[src/rtl/run_monitor_pkg.sv]
// Shared types and default parameters for the run monitor.
package run_monitor_pkg;

  typedef enum logic [1:0] {
    ST_IDLE  = 2'd0,
    ST_RUN   = 2'd1,
    ST_DRAIN = 2'd2,
    ST_DONE  = 2'd3
  } state_e;

  localparam int DEF_ADDR_W       = 32;
  localparam int DEF_NUM_STOP     = 4;
  localparam int DEF_CNT_W        = 16;
  localparam int DEF_DRAIN_CYCLES = 2;
  localparam int DEF_TRACE_DEPTH  = 8;

endpackage

[src/rtl/run_monitor_trace.sv]
// Circular PC trace buffer; read index 0 is the most recent entry.
// Only instantiated when RUN_MONITOR_TRACE_EN is defined.
module run_monitor_trace
  import run_monitor_pkg::*;
#(
  parameter int ADDR_W = DEF_ADDR_W,
  parameter int DEPTH  = DEF_TRACE_DEPTH
) (
  input  logic                       clk,
  input  logic                       rst_n,
  input  logic                       clr,
  input  logic                       wr_en,
  input  logic [ADDR_W-1:0]          wr_data,
  input  logic [$clog2(DEPTH)-1:0]   rd_idx,
  output logic [ADDR_W-1:0]          rd_data,
  output logic [$clog2(DEPTH):0]     count
);

  localparam int IDX_W = $clog2(DEPTH);
  localparam logic [IDX_W:0] FULL = (IDX_W + 1)'(DEPTH);

  logic [ADDR_W-1:0] mem_q [DEPTH];
  logic [IDX_W-1:0]  ptr_q, ptr_d;
  logic [IDX_W:0]    count_q, count_d;
  logic [IDX_W-1:0]  rd_slot;

  always_comb begin
    ptr_d   = ptr_q;
    count_d = count_q;
    if (clr) begin
      ptr_d   = '0;
      count_d = '0;
    end else if (wr_en) begin
      ptr_d = ptr_q + IDX_W'(1);
      if (count_q != FULL) count_d = count_q + (IDX_W + 1)'(1);
    end
  end

  always_ff @(posedge clk or negedge rst_n) begin
    if (!rst_n) begin
      ptr_q   <= '0;
      count_q <= '0;
    end else begin
      ptr_q   <= ptr_d;
      count_q <= count_d;
    end
  end

  // Storage needs no reset: entries beyond count are never returned.
  always_ff @(posedge clk) begin
    if (wr_en && !clr) mem_q[ptr_q] <= wr_data;
  end

  // Pointer arithmetic wraps modulo DEPTH because DEPTH is a power of two.
  assign rd_slot = ptr_q - IDX_W'(1) - rd_idx;
  assign rd_data = ({1'b0, rd_idx} < count_q) ? mem_q[rd_slot] : '0;
  assign count   = count_q;

endmodule

[src/rtl/run_monitor.sv]
// Run monitor: gates the CPU clock enable until a stop address hits or a timeout expires.
// Optional PC trace buffer built when RUN_MONITOR_TRACE_EN is defined.
//
// state    | meaning
// ST_IDLE  | waiting for start, CPU stopped
// ST_RUN   | CPU running, watching stop addresses and timeout
// ST_DRAIN | stop hit, CPU runs DRAIN_CYCLES more cycles
// ST_DONE  | run finished, results held until next start
module run_monitor
  import run_monitor_pkg::*;
#(
  parameter int ADDR_W       = DEF_ADDR_W,
  parameter int NUM_STOP     = DEF_NUM_STOP,
  parameter int CNT_W        = DEF_CNT_W,
  parameter int DRAIN_CYCLES = DEF_DRAIN_CYCLES,
  parameter int TRACE_DEPTH  = DEF_TRACE_DEPTH
) (
  input  logic                                           clk,
  input  logic                                           rst_n,
  input  logic                                           start,
  input  logic [ADDR_W-1:0]                              pc,
  input  logic [NUM_STOP*ADDR_W-1:0]                     stop_addr,
  input  logic [NUM_STOP-1:0]                            stop_en,
  input  logic [CNT_W-1:0]                               timeout_limit,
  output logic                                           cpu_en,
  output logic                                           busy,
  output logic                                           done,
  output logic                                           timed_out,
  output logic [((NUM_STOP > 1) ? $clog2(NUM_STOP) : 1)-1:0] hit_idx,
  output logic [CNT_W-1:0]                               cycle_count,
  input  logic [$clog2(TRACE_DEPTH)-1:0]                 trace_rd_idx,
  output logic [ADDR_W-1:0]                              trace_rd_data,
  output logic [$clog2(TRACE_DEPTH):0]                   trace_count
);

  localparam int HIT_W = (NUM_STOP > 1) ? $clog2(NUM_STOP) : 1;
  localparam int DRN_W = (DRAIN_CYCLES > 1) ? $clog2(DRAIN_CYCLES) : 1;
  localparam logic [DRN_W-1:0] DRN_LOAD = DRN_W'((DRAIN_CYCLES > 0) ? DRAIN_CYCLES - 1 : 0);

  state_e            state_q, state_d;
  logic [CNT_W-1:0]  cnt_q, cnt_d, cnt_inc;
  logic              timed_out_q, timed_out_d;
  logic [HIT_W-1:0]  hit_idx_q, hit_idx_d;
  logic              match_q, match_d;
  logic [HIT_W-1:0]  match_idx_q, match_idx_d;
  logic [DRN_W-1:0]  drain_q, drain_d;
  logic              cmp_hit;
  logic [HIT_W-1:0]  cmp_idx;
  logic              run_start;
  logic              timeout_hit;

  // Descending scan so the lowest matching channel is the one left standing.
  always_comb begin
    cmp_hit = 1'b0;
    cmp_idx = '0;
    for (int k = NUM_STOP - 1; k >= 0; k--) begin
      if (stop_en[k] && (pc == stop_addr[k*ADDR_W +: ADDR_W])) begin
        cmp_hit = 1'b1;
        cmp_idx = HIT_W'(k);
      end
    end
  end

  assign run_start   = start && ((state_q == ST_IDLE) || (state_q == ST_DONE));
  assign cnt_inc     = (&cnt_q) ? cnt_q : cnt_q + CNT_W'(1);
  assign timeout_hit = (timeout_limit != '0) && (cnt_inc >= timeout_limit);

  always_comb begin
    state_d     = state_q;
    cnt_d       = cnt_q;
    timed_out_d = timed_out_q;
    hit_idx_d   = hit_idx_q;
    drain_d     = drain_q;
    // Compare result is only meaningful for pc values seen while running.
    match_d     = cmp_hit && (state_q == ST_RUN);
    match_idx_d = cmp_idx;
    case (state_q)
      ST_IDLE, ST_DONE: begin
        if (run_start) begin
          state_d     = ST_RUN;
          cnt_d       = '0;
          timed_out_d = 1'b0;
          hit_idx_d   = '0;
        end
      end
      ST_RUN: begin
        cnt_d = cnt_inc;
        if (match_q) begin
          hit_idx_d = match_idx_q;
          if (DRAIN_CYCLES == 0) begin
            state_d = ST_DONE;
          end else begin
            state_d = ST_DRAIN;
            drain_d = DRN_LOAD;
          end
        end else if (timeout_hit) begin
          timed_out_d = 1'b1;
          state_d     = ST_DONE;
        end
      end
      ST_DRAIN: begin
        cnt_d = cnt_inc;
        if (drain_q == '0) state_d = ST_DONE;
        else               drain_d = drain_q - DRN_W'(1);
      end
      default: state_d = ST_IDLE;
    endcase
  end

  always_ff @(posedge clk or negedge rst_n) begin
    if (!rst_n) begin
      state_q     <= ST_IDLE;
      cnt_q       <= '0;
      timed_out_q <= 1'b0;
      hit_idx_q   <= '0;
      drain_q     <= '0;
      match_q     <= 1'b0;
      match_idx_q <= '0;
    end else begin
      state_q     <= state_d;
      cnt_q       <= cnt_d;
      timed_out_q <= timed_out_d;
      hit_idx_q   <= hit_idx_d;
      drain_q     <= drain_d;
      match_q     <= match_d;
      match_idx_q <= match_idx_d;
    end
  end

  assign cpu_en      = (state_q == ST_RUN) || (state_q == ST_DRAIN);
  assign busy        = cpu_en;
  assign done        = (state_q == ST_DONE);
  assign timed_out   = timed_out_q;
  assign hit_idx     = hit_idx_q;
  assign cycle_count = cnt_q;

`ifdef RUN_MONITOR_TRACE_EN
  run_monitor_trace #(
    .ADDR_W (ADDR_W),
    .DEPTH  (TRACE_DEPTH)
  ) u_trace (
    .clk     (clk),
    .rst_n   (rst_n),
    .clr     (run_start),
    .wr_en   (cpu_en),
    .wr_data (pc),
    .rd_idx  (trace_rd_idx),
    .rd_data (trace_rd_data),
    .count   (trace_count)
  );
`else
  logic unused_trace_idx;
  assign unused_trace_idx = ^trace_rd_idx;
  assign trace_rd_data    = '0;
  assign trace_count      = '0;
`endif

endmodule
[config.mk]
export PLATFORM = sky130hd
export DESIGN_NAME = run_monitor
export DESIGN_NICKNAME = d
export VERILOG_FILES = /design/src/rtl/run_monitor_pkg.sv /design/src/rtl/run_monitor_trace.sv /design/src/rtl/run_monitor.sv
export SDC_FILE = /design/constraint.sdc
export NUM_CORES = 1
export LEC_CHECK = 0
export ABC_AREA = 1
export CORE_ASPECT_RATIO = 1.25
export CORE_MARGIN = 2
export CORE_UTILIZATION = 43
export DETAILED_ROUTE_END_ITERATION = 12
export PLACE_DENSITY = 0.85
export SYNTH_ARGS = -nofsm -noshare
export SYNTH_HDL_FRONTEND = slang
export SYNTH_SLANG_ARGS = --single-unit
[constraint.sdc]
create_clock -name clk -period 4 [get_ports clk]
set_input_delay 0.8 -clock clk [delete_from_list [all_inputs] [get_ports clk]]
set_output_delay 0.8 -clock clk [all_outputs]
set_load 0.05 [all_outputs]
Word-level counts from Yosys, hierarchy flattened

Cells that the tools add are included.

Output and inout bits: 58
Flip-flop bits (word level): 25
Bits of input ports: 186
Logic and storage cells: 69

Mux-type cells: 26
Add/sub/neg operators: 2
Eq/ne operators: 13
$lt $le $gt $ge: 1
Reduce and logical (&&, ||, !) cells: 20

Operators with widths:

| cell                  | count |
|---|---|
| $eq 32x32->1          | 4 |
| $mux 16               | 2 |
| $pmux 16 s2           | 1 |
| $mux 2                | 10 |
| $add 16x1->16 const B | 1 |
| $ge 16x16->1          | 1 |
| $reduce_and 16->1     | 1 |
| $reduce_bool 16->1    | 1 |
| $ne 2x2->1 const B    | 5 |
| $mux 1                | 9 |
| $logic_and 1x1->1     | 7 |
| $pmux 2 s3            | 1 |
| $reduce_and 3->1      | 2 |
| $eq 2x2->1 const B    | 2 |
| $pmux 1 s2            | 2 |
| $pmux 2 s2            | 1 |
| $reduce_and 4->1      | 1 |
| $reduce_bool 2->1     | 2 |
| $reduce_or 2->1       | 2 |
| $ne 3x3->1 const B    | 1 |
| $eq 2x1->1 const B    | 1 |
| $logic_not 2->1       | 1 |
| $logic_or 1x1->1      | 2 |
| $reduce_and 2->1      | 1 |
| $sub 1x1->1 const B   | 1 |

Depth between registers and ports, before layout

Depth in word-level cells: 7
Mapped depth: 22
Depth with buffers taken out: 22

Least setup slack after synthesis

No wires, ideal clock.

Path type: reg-to-reg
From: register cnt_q[0] (netlist: cycle_count[0])
To: register state_q[0]
Period minus slack after synthesis: 2.743 ns
Buffers on the path: 0
Library setup time: 0.117 ns
Data required time: 3.883 ns
Path slack: 1.257 ns
Stages on the path, launching flop included: 18
Data arrival time: 2.627 ns
Cell sequence: dfrtp_1 ha_1 nand3_1 inv_2 nand3_1 nor2_2 nand4_1 and2_1 ha_1 nand2_1 nor4_1 nand2_1 nand2_1 nand2_1 nand2_1 nand2_1 nand2_1 nand2_1

Longest elaborated chain between the ends: 6
Elaborated cells on any way between the ends: 7
Those cells by class: add/sub: 1; order compare: 1; eq/ne: 1; mux: 1; reduce/logical: 3

Ends and longest elaborated chain:

| item                                                      | RTL line           | text |
|---|---|---|
| start: declaration                                        | run_monitor.sv:41  | `logic [CNT_W-1:0] cnt_q, cnt_d, cnt_inc;` |
| start signal: assignment                                  | run_monitor.sv:121 | `cnt_q <= cnt_d;` |
| $add 16x1->16 / $reduce_and 16->1 (equally long branches) | run_monitor.sv:65  | `assign cnt_inc = (&cnt_q) ? cnt_q : cnt_q + CNT_W'(1);` |
| $mux 16 *                                                 | run_monitor.sv:65  |  |
| $ge 16x16->1 *                                            | run_monitor.sv:66  | `assign timeout_hit = (timeout_limit != '0) && (cnt_inc >= timeout_limit);` |
| $logic_and 1x1->1 *                                       | run_monitor.sv:66  |  |
| $ne 3x3->1 (no source line) *                             | --                 |  |
| $reduce_and 3->1 (no source line) *                       | --                 |  |
| end signal: assignment                                    | run_monitor.sv:120 | `state_q <= state_d;` |
| end: declaration                                          | run_monitor.sv:40  | `state_e state_q, state_d;` |

Mark *: on every way between the ends. The rest lies on a longest branch, timed or not.
A chain may end at the register's enable or synchronous reset.

Final worst setup path

From: register state_q[0]
To: output port cpu_en

Longest elaborated chain between the ends: 2
Elaborated cells on any way between the ends: 3
Those cells by class: eq/ne: 2; reduce/logical: 1

Ends and longest elaborated chain:

| item                                            | RTL line           | text |
|---|---|---|
| $eq 2x1->1 / $eq 2x2->1 (equally long branches) | run_monitor.sv:130 | `assign cpu_en = (state_q == ST_RUN) \|\| (state_q == ST_DRAIN);` |
| $logic_or 1x1->1 *                              | run_monitor.sv:130 |  |
| end: declaration                                | run_monitor.sv:25  | `output logic cpu_en,` |

Marks and branches as above.

==> summary.md <==
| Metric | Value |
|---|---|
| Minimum clock period after layout | 3100 ps |
| Setup TNS | 0 ps |
| Yosys top cell area share | 0.248 |
| Pin count of the biggest net entering global routing | 26 |
| Avg Inst Size Synth | ~5.5 sq um |
| Core area | just over 0.01 sq mm |
| Area growth, synth to finish | 48.0% |
| Vias in the first global route | a little over 5,000 |
| Hold WC Path Type | reg2reg |
| Gate Count Post-Synth | around 810 |
| Pre-Repair DR Iteration Count | 5 |
| Routed len/inst | about 15 um |
| Final wirelength | about 17 mm |
| Fin util | 0.649 |
| Leading area contributor after synthesis | nand2_1 |
| CTS Hold Bufs | 0 |
| Met3 Usage GRT | 0.0416 |
| CP max FO | 20 |
| H-tree Lvls | 1 |
| Antenna violations before repair | 0 |
| Hold path depth | 2 |
| RSZ-0062 raised after global routing | false |
| Worst-path clk slew | about 70 ps |
| Logic gate share of total power | 0.707 |
| CP Launch Type | flop |
| Fin. Hold Viols | 0 |
| Worst hold start | match_idx_q[1] |
| Met1 Use GR | 0.325 |
| Vias per cell | 4.77 |
| Input/output buffers | 204 |
| Final-layout fill cell count | slightly below 1,000 |
| Crit path DAT | around 2300 ps |
| Largest family of logic cells by synthesized area | simple AND/OR/NAND/NOR gates |
| Worst R2R Setup Slack | about 910 ps |
| Flops & latches, synth | 25 |
| Fin crit share | 0.774 |
| Max Cap Violations | 0 |
| Worst R2R Start | cycle_count[0] |
| Xor/xnor cell area share of the yosys netlist | 0.105 |
| Slowest CP cell | clkdlybuf4s50_1 |
| Clock network power share | 0.109 |
| Met2 GRT Util | 0.581 |
| Initial detailed-routing violation count | 270 |
| Crit path required time | between 3000 and 4000 ps |
| Initial Util | 0.439 |
| CP delay by family, top | buffers and inverters |
| Hpwl dp | 15.0 mm |
| Area contributors post-synth | nand2_1, dfrtp_1, inv_1 |
| Number of synthesized flops with an enable pin | 0 |
| Die Y | between 100 and 150 um |
| Register area share after synthesis | 0.142 |
| Post-synth top cells | nand2_1, inv_1, nor2_1 |
| Mux cell area share after synthesis | 0 |
| Hold EP | hit_idx[1] |
| Slew @ Worst Pin | just under 600 ps |
| Width of the die | roughly 95 um |
| Root Buffer | clkbuf_16 |
| Worst-skew pair later-pin latency | 260 ps |
| Sink Count | 25 |
| Fmax | 0.323 GHz |
| Buf+Inv Stages, Crit Path | 3 |
| GR peak layer | met2 |
| Post-synthesis cell type count | 36 |
| Final setup violation count | 0 |
| Reg-to-Reg End | state_q[0] |
| Row count | 41 |
| Global Route Usage Sum | 0.298 |
| # diodes | 0 |
| Max incr delay on CP | between 800 and 900 ps |
| Status | complete, no violations |
| DR vias | 5,433 |
| CP Capture Type | primary output |
| Worst reg2reg path depth | 18 |
| Grt total ovfl | 0 |
| CTS buffer count | 3 |
| Psw | 1.11 mW |
| Internal | 0.988 mW |
| Mapped Area | approximately 0.0044 sq mm |
| Post-CTS resize count | 0 |
| Simple-Gate Fraction of Synth Area | 0.381 |
| IO Pins | 244 |
| Synth Area in Adders | 0.0567 |
| Share of post-route cells with drive strength above 1 | 0.0257 |
| Final GP Congestion | approximately 0.94 |
| Area of the die | approximately 0.011 sq mm |
| P_leak | 3.42 nW |
| Crit Path Class | reg2out |
| Complex-gate fraction of the synthesized area | 0.0967 |
| Buffer levels on the longest clock path | 2 |
| Antenna Violating Nets Remaining | 0 |
| Pwr/cell area | ~320 mW/mm^2 |
| Main synth FF type | dfrtp_1 |
| Remaining DRCs | 0 |
| CTS tree | yes |
| Seq pwr share | 0.184 |
| Cell-by-cell trace of the critical path | inv_1 -> ha_1 -> inv_2 -> clkdlybuf4s50_1 |
| First-pass GRT wire length | around 25 mm |
| Peak supply drop | 0.158 mV |
| Synth warn | 0 |
| Clk_skew | 2.22 ps |
| Sw frac | 0.529 |
| Setup bufs post-CTS | 0 |
| Nets@finish | around 1,200 |
| Fraction of registers with async set/reset | 1.00 |
| Worst rel slew slack | 0.605 |
| Final Max Tran Viols | 0 |
| Count leader, synth | nand2_1 |
## cell usage in the layout, fill, tap and decap left out, drive strengths merged
master / Yosys / layout
clkinvlp: 0 / 1
o21ai: 50 / 50
inv: 173 / 173
nor4: 5 / 5
nand2: 293 / 293
xor2: 10 / 10
clkbuf: 2 / 3
or3: 1 / 1
o22ai: 7 / 7
nand3: 24 / 24
nor2: 75 / 75
and2: 2 / 2
nor3: 6 / 6
o211ai: 1 / 1
ha: 20 / 20
or2: 1 / 1
clkinv: 1 / 1
buf: 41 / 1
nand4: 10 / 10
xnor2: 43 / 43
conb: 1 / 36
dfrtp: 25 / 25
clkdlybuf4s50: 0 / 204
a21o: 1 / 1
o21a: 1 / 1
o221ai: 1 / 1
a21oi: 9 / 9
a22o: 2 / 2
a21boi: 4 / 4
## power groups by stage
stage	clock, mW	sequential, mW	combinational, mW
final	0.228	0.386	1.49
after global routing	0.243	0.396	1.64
after CTS	0.233	0.385	1.49
after detailed placement	0	0.389	1.48
after global placement	0	0.386	1.46
after floorplan	0	0.553	0.815
## per-layer routing
layer	vias up	wire length [um]	share of wire
met4	0	691	0.042
li1	2763	-	-
met2	277	8490	0.51
met3	41	1450	0.087
met5	-	0	0
met1	2352	5990	0.36
## sequential cells by signal, indices dropped and copies added (netlist names)
register,cells
hit_idx,2
match_q,1
match_idx_q,2
drain_q,1
state_q,2
cycle_count,16
timed_out,1
## worst max path at each step
stage / start / endpoint / slack, ps / cells after the start
detailed placement: cycle_count[0] / state_q[1] / 950 / 17
finish: state_q[0] / cpu_en / 900 / 4
global route: cycle_count[0] / state_q[0] / 600 / 17
global placement: cycle_count[0] / state_q[0] / 1010 / 18
floorplan: cycle_count[0] / state_q[0] / 1260 / 17
CTS: state_q[0] / cpu_en / 910 / 4
## layout make-up
cell class | instances | area (sq um) | area share
timing repair buffer | 205 | 2050 | 0.314
multi-input combinational | 602 | 2960 | 0.453
sequential | 25 | 626 | 0.0958
tap | 129 | 161 | 0.0247
clock inverter | 1 | 7.51 | 0.00115
inverter | 174 | 653 | 0.100
clock buffer | 3 | 75.1 | 0.0115
## cell families (layout without fill, tap and decap cells)
logic type,count (synthesis),count (layout)
buf+inv,217,383
flops,25,25
fa+ha+maj,20,20
other cells,1,36
simple gates,417,417
xor+xnor,53,53
compound gates,76,76
## per-stage QoR
| stage | total power [mW] | worst slack (ps) | hold WS, ps | std cells | cell area [sq um] |
|---|---|---|---|---|---|
| floorplan | 1.37 | 1260 | 449 | 844 | 4540 |
| global placement | 1.85 | 1010 | 462 | 1135 | 6450 |
| detailed placement | 1.87 | 946 | 467 | 1135 | 6450 |
| CTS | 2.11 | 905 | 481 | 1139 | 6530 |
| global route | 2.28 | 597 | 510 | 1139 | 6530 |
| finish | 2.10 | 902 | 475 | 1139 | 6530 |
## worst reg2reg max path: stages, from the launching register on
cell and delay [ps]:
dfrtp_1 430, ha_1 220, nand3_1 160, inv_2 120
nand4_1 490, xor2_1 400, ha_1 280, nand2_1 60
nor2_1 40, and2_1 140, nor2_1 80, nand2_1 100
nand2_1 80, nand2_1 40, nand2_1 90, nand2_1 100
nand2_1 110, nand2_1 50, nand2_1 50
No activity file was read; power rests on OpenSTA's default activity.
